--- config.mk ---
export PLATFORM = sky130hd
export DESIGN_NAME = uart_cmd_controller
export DESIGN_NICKNAME = d
export VERILOG_FILES = /design/src/rtl/uart_cmd_controller.sv
export SDC_FILE = /design/constraint.sdc
export NUM_CORES = 1
export LEC_CHECK = 0
export CORE_MARGIN = 2
export CORE_UTILIZATION = 45
export CTS_CLUSTER_DIAMETER = 150
export CTS_CLUSTER_SIZE = 14
export DETAILED_ROUTE_END_ITERATION = 8
export PLACE_DENSITY = 0.7
export SYNTH_ARGS = -nofsm -noshare
export SYNTH_HDL_FRONTEND = slang
export SYNTH_SLANG_ARGS = --single-unit
--- constraint.sdc ---
create_clock -name clk -period 5.5 [get_ports clk]
set_clock_uncertainty 0.2 [all_clocks]
set_input_delay 1.1 -clock clk [delete_from_list [all_inputs] [get_ports clk]]
set_output_delay 1.1 -clock clk [all_outputs]
set_load 0.05 [all_outputs]
--- src/rtl/uart_cmd_controller.sv ---
// uart_cmd_controller
// Decodes single-byte commands arriving from the UART receiver. It either
// pulses the send-enable controls or loads NUM_REGS threshold registers.
// Each register is assembled MSB-first from DATA_BYTES consecutive bytes.
// A load sequence is guarded by an inter-byte timeout. Unknown commands and
// timeouts are reported on a one-cycle cmd_error pulse. Every output is
// registered.

module uart_cmd_controller #(
  parameter int         DATA_BYTES     = 2,
  parameter int         NUM_REGS       = 2,
  parameter int         TIMEOUT_CYCLES = 50000,
  parameter logic [7:0] CODE_SEND      = 8'h00,
  parameter logic [7:0] CODE_REG       = 8'h01,
  parameter logic [7:0] CODE_STOP      = 8'h02
) (
  input  logic                      clk,
  input  logic                      reset,
  input  logic [7:0]                rx_data,
  input  logic                      rx_ready,
  output logic                      en_send,
  output logic                      dis_send,
  output logic [NUM_REGS-1:0]       reg_wr,
  output logic [8*DATA_BYTES-1:0]   reg_data,
  output logic                      cmd_error,
  output logic                      busy
);

  localparam int W   = 8 * DATA_BYTES;
  localparam int BCW = $clog2(DATA_BYTES) + 1;
  localparam int RIW = $clog2(NUM_REGS) + 1;
  localparam int TOW = $clog2(TIMEOUT_CYCLES) + 1;

  localparam logic [BCW-1:0]      LAST_BYTE    = BCW'(DATA_BYTES - 1);
  localparam logic [RIW-1:0]      LAST_REG     = RIW'(NUM_REGS - 1);
  localparam logic [TOW-1:0]      LAST_TICK    = TOW'(TIMEOUT_CYCLES - 1);
  localparam logic [NUM_REGS-1:0] ONE_HOT_BASE = NUM_REGS'(1);

  typedef enum logic [1:0] {
    IDLE      = 2'd0,
    DECODE    = 2'd1,
    LOAD_WAIT = 2'd2,
    COMMIT    = 2'd3
  } state_t;

  state_t         state;
  logic [7:0]     cmd;
  logic [BCW-1:0] byte_cnt;
  logic [RIW-1:0] reg_idx;
  logic [TOW-1:0] tcnt;
  logic [W-1:0]   asm_reg;

  // Command FSM: strobes default low each cycle so no pulse exceeds one
  // cycle. busy stays up through the cycle that carries the final strobe
  // and drops once the controller idles without a new byte.
  always_ff @(posedge clk or negedge reset) begin
    if (!reset) begin
      state     <= IDLE;
      cmd       <= 8'h00;
      byte_cnt  <= '0;
      reg_idx   <= '0;
      tcnt      <= '0;
      asm_reg   <= '0;
      en_send   <= 1'b0;
      dis_send  <= 1'b0;
      reg_wr    <= '0;
      reg_data  <= '0;
      cmd_error <= 1'b0;
      busy      <= 1'b0;
    end else begin
      en_send   <= 1'b0;
      dis_send  <= 1'b0;
      cmd_error <= 1'b0;
      reg_wr    <= '0;

      case (state)
        IDLE: begin
          if (rx_ready) begin
            cmd   <= rx_data;
            state <= DECODE;
            busy  <= 1'b1;
          end else begin
            busy  <= 1'b0;
          end
        end

        DECODE: begin
          if (cmd == CODE_SEND) begin
            en_send <= 1'b1;
            state   <= IDLE;
          end else if (cmd == CODE_STOP) begin
            dis_send <= 1'b1;
            state    <= IDLE;
          end else if (cmd == CODE_REG) begin
            byte_cnt <= '0;
            reg_idx  <= '0;
            tcnt     <= '0;
            asm_reg  <= '0;
            state    <= LOAD_WAIT;
          end else begin
            cmd_error <= 1'b1;
            state     <= IDLE;
          end
        end

        LOAD_WAIT: begin
          if (rx_ready) begin
            asm_reg  <= (asm_reg << 8) | W'(rx_data);
            byte_cnt <= byte_cnt + 1'b1;
            tcnt     <= '0;
            if (byte_cnt == LAST_BYTE) begin
              state <= COMMIT;
            end
          end else if (tcnt == LAST_TICK) begin
            cmd_error <= 1'b1;
            state     <= IDLE;
          end else begin
            tcnt <= tcnt + 1'b1;
          end
        end

        COMMIT: begin
          reg_wr   <= ONE_HOT_BASE << reg_idx;
          reg_data <= asm_reg;
          if (reg_idx == LAST_REG) begin
            state <= IDLE;
          end else begin
            reg_idx  <= reg_idx + 1'b1;
            byte_cnt <= '0;
            tcnt     <= '0;
            asm_reg  <= '0;
            state    <= LOAD_WAIT;
          end
        end

        default: begin
          state <= IDLE;
        end
      endcase
    end
  end

endmodule
# Word-level counts from Yosys, hierarchy flattened
# Cells that the tools add are included.
# Widths: inputs -> output; s select.
op_classes:
  add_sub_neg: 3
  n_eq_ne: 17
  shift: 1
  n_mux: 43
  bitwise_logic: 1
  reduce_logical: 9
ops:
  columns: ["cell", "n"]
  rows:
  - ["$mux 17", 6]
  - ["$mux 16", 5]
  - ["$pmux 17 s3", 1]
  - ["$pmux 16 s3", 1]
  - ["$mux 2", 15]
  - ["$add 17x1->17 const B", 1]
  - ["$eq 17x16->1 const B", 1]
  - ["$or 16x8->16", 1]
  - ["$ne 2x2->1 const B", 6]
  - ["$reduce_and 6->1", 2]
  - ["$mux 1", 11]
  - ["$ne 3x3->1 const B", 3]
  - ["$eq 8x1->1 const B", 1]
  - ["$eq 8x2->1 const B", 1]
  - ["$logic_not 8->1", 1]
  - ["$pmux 2 s4", 1]
  - ["$eq 2x1->1 const B", 3]
  - ["$pmux 2 s3", 1]
  - ["$reduce_and 5->1", 1]
  - ["$add 2x1->2 const B", 2]
  - ["$eq 2x2->1 const B", 2]
  - ["$pmux 2 s2", 1]
  - ["$reduce_and 3->1", 1]
  - ["$reduce_bool 3->1", 1]
  - ["5 further kinds", 5]
totals:
  regBits: 69
  input_bits: 11

# Logic depth before layout (Yosys ltp)
logic_depth:
  ltp_word: 5
  depth_mapped: 8

# Worst setup path after synthesis
# OpenSTA, ideal clock, no wires.
synth_path:
  path_kind: "input-to-reg"
  from: "in rx_ready"
  to: "reg tcnt[5]"
  setup_ps: 132
  arrival_ps: 2230
  t_required_ps: 5168
  slack_ps: 2937
  path_stages: 7
  path_buffers: 3
  path_cell_list: "clkbuf_1 nand2b_1 clkbuf_1 clkbuf_1 nor2_1 o21ai_0 o31ai_1"
synth_via:
  elab_chain_cells: 2
  elab_cells_between_ends: 4
synth_lines:
  columns: ["element", "line", "text"]
  rows:
  - ["from (decl)", "20", "input logic rx_ready,"]
  - ["$ne 3x3->1 (no source line) or $mux 17 (tied branches)", null, null]
  - ["$reduce_and 6->1 (no source line) or $pmux 17 s3 (tied branches)", null, null]
  - ["to (signal assigned)", "118", "tcnt <= tcnt + 1'b1;"]
  - ["to (decl)", "50", "logic [TOW-1:0] tcnt;"]
# Parallel ways exist; a longest one is shown, timed or not.
# A chain may end at the register's enable or synchronous reset.

# Worst setup path after layout
layout_path:
  from: "in rx_ready"
  to: "reg tcnt[7]"
# The elaborated chain is that of the path after synthesis.

==> flow_metrics.env <==
export IMPL_r2r_cells=5
export IMPL_via_per_inst=5.598
export IMPL_synthAdderAreaFrac_pct=3.454
export IMPL_ys_ff_latch=69
export IMPL_place_congestion=0.8047
export IMPL_fin_setup_tns_ps=0
export IMPL_status="finished clean"
export IMPL_worst_slew_pin_slew_ps=1211
export IMPL_dp_hpwl_um=4400
export IMPL_synthCells=327
export IMPL_chipWidth_um=89.12
export IMPL_synth_commonest_cells="dfrtp_1, nand2_1, nand3_1, o21ai_0, mux2_2"
export IMPL_grt_pass1_vias=2365
export IMPL_startpoint="rx_ready"
export IMPL_post_synth_top_count_cell="dfrtp_1"
export IMPL_seq_area_frac_synth_pct=52.95
export IMPL_area_delta_synth_final_pct=17.96
export IMPL_p_leak_nw=1.670
export IMPL_numPortBuffers=32
export IMPL_root_buffer="clkbuf_8"
export IMPL_syn_area_um2=3261
export IMPL_yosys_area_share_xor_xnor_pct=0
export IMPL_hold_ws_ps=275.8
export IMPL_synth_top_family_by_area="simple AND/OR/NAND/NOR gates"
export IMPL_slew_viol_final=0
export IMPL_synth_compound_area_share_pct=10.94
export IMPL_nNetsFinal=376
export IMPL_yosys_area_share_simple_pct=21.14
export IMPL_cp_max_fo=14
export IMPL_die_area_um2=7942
export IMPL_wl_per_cell_um=14.67
export IMPL_vias=2575
export IMPL_finalHoldViolations=0
export IMPL_drc=0
export IMPL_h_tree_depth=3
export IMPL_synthDistinctLibCells=35
export IMPL_synth_edff_count=0
export IMPL_cp_start_kind="input port"
export IMPL_cts_made_buffers=9
export IMPL_layout_drive_gt1_share_pct=12.47
export IMPL_ys_top_cells_by_area="dfrtp_1, mux2_2, nand3_1, nand2_1, o21ai_0"
export IMPL_grt_overflow=0
export IMPL_die_h_um=89.12
export IMPL_cts_tree="yes"
export IMPL_critical_path_endpoint="tcnt[7]"
export IMPL_grt_pass1_wl_um=11250
export IMPL_ant_nets=0
export IMPL_grt_max_degree=70
export IMPL_worstSetupEndpointType="flop"
export IMPL_clk_path_buf_depth=2
export IMPL_fin_crit_ps=3174
export IMPL_first_pass_iters=5
export IMPL_regToRegStartpoint="cmd[3]"
export IMPL_crit_required_ps=5540
export IMPL_post_cts_buffers=0
export IMPL_antenna_found_initial=0
export IMPL_post_cts_resized=0
export IMPL_pwr_density_cell_nw_per_um2=428.0
export IMPL_synth_largest_area_cell="dfrtp_1"
export IMPL_grt_usage_pct=18.54
export IMPL_slew_headroom_pct=19.24
export IMPL_synthMuxAreaShare_pct=8.634
export IMPL_clock_sinks=69
export IMPL_largest_reg_flops=17
export IMPL_drv_cap=0
export IMPL_cts_hold_buf=0
export IMPL_r2r_slack_ps=2390
export IMPL_path_class="in -> reg"
export IMPL_synth_area_per_cell_um2=9.971
export IMPL_diodes=0
export IMPL_rsz0062_at_grt="false"
export IMPL_arrival_ps=3210
export IMPL_ioPinCount=33
export IMPL_clk_pin_slew_worst_paths_ps=70
export IMPL_r2r_end="byte_cnt[0]"
export IMPL_syn_num_nets=347
export IMPL_hp_class="reg -> reg"
export IMPL_netlist_area_leader_share_pct=52.95
export IMPL_yosys_warnings=0
export IMPL_synthArstFlopShare_pct=100.0
export IMPL_period_share_pct=57.71
export IMPL_num_rows=31
export IMPL_drt_iter0_drc=166
export IMPL_vdd_ir_drop_max_mv=0.1639
export IMPL_dominantRegCellSynth="dfrtp_1"
export IMPL_worstSkewPairLatency_ps=350
export IMPL_design_core_area_um2=7137
export IMPL_setup_viol=0
export IMPL_wirelength_um=6747
export IMPL_max_freq_mhz=315.1
export IMPL_start_util_pct=45.69
==> critical path, stage by stage <==
cell	delay, ps
clkdlybuf4s50_1	530
nor2b_1	780
nand2_1	390
o41ai_1	410
==> logic make-up (layout without fill, tap and decap cells) <==
logic type,after synthesis,count (layout)
AO/OA/AOI/OAI,59,59
adder cells (fa/ha/maj),9,9
buffers and inverters,24,58
flip-flops,69,69
multiplexers,25,25
AND/OR/NAND/NOR,141,141
==> cells in the final DEF, fill, tap and decap left out, types with 4 or more instances in the layout <==
master           count
o31ai_1              7
o41ai_1              4
nor3_1               4
dfrtp_1             69
ha_1                 9
a21oi_1              8
o21ai_0             27
nor2_1               9
nand2_1             53
clkbuf_8             9
nand4_1              6
nand3_1             44
clkdlybuf4s50_1     31
mux2_2              25
a31oi_1              7
inv_1                7
and2_1               4
and3_1               4
==> report_power, final <==
| part | internal, W | switching, W |
|---|---|---|
| Combinational | 0.000205 | 0.000383 |
| Sequential | 0.000597 | 0.0000576 |
| Clock | 0.000208 | 0.000194 |
==> final cells by class <==
cell class	instances	area [µm²]
Clock inverter	6	63.81
Multi-Input combinational cell	234	1440
Sequential cell	69	1727
Tap cell	99	123.9
Timing Repair Buffer	35	337.8
Inverter	7	26.28
Clock buffer	10	127.6
Fill cell	662	3291
==> worst min path at each step <==
stage | endpoint | depth (start not counted) | slack (ps) | startpoint
floorplan | tcnt[16] | 1 | 250 | tcnt[16]
detailed placement | tcnt[16] | 1 | 270 | tcnt[16]
finish | tcnt[16] | 1 | 280 | tcnt[16]
global route | tcnt[16] | 1 | 310 | tcnt[16]
global placement | tcnt[16] | 1 | 270 | tcnt[16]
CTS | tcnt[16] | 1 | 280 | tcnt[16]
==> routing by layer <==
metal	up-vias	part of all wire [%]	global-route usage [%]
met5	-	0	0
met4	0	1.5	8.684
met3	11	4.3	4.524
met2	68	47	27.61
met1	1261	47	25.55
li1	1235	-	-
==> through the flow <==
stage	total power [W]	instance area [µm²]	cells	util (%)	setup WS, ps
4_1_cts	0.001662	3846	460	53.89	2334
2_1_floorplan	0.001067	3261	327	-	2937
5_1_grt	0.001739	3846	460	53.89	2101
6_report	0.001646	3846	460	53.89	2326
3_5_place_dp	0.001255	3655	444	51.21	1945
3_3_place_gp	0.001244	3655	444	51.21	2059
Power figures use the tool's default switching activity.
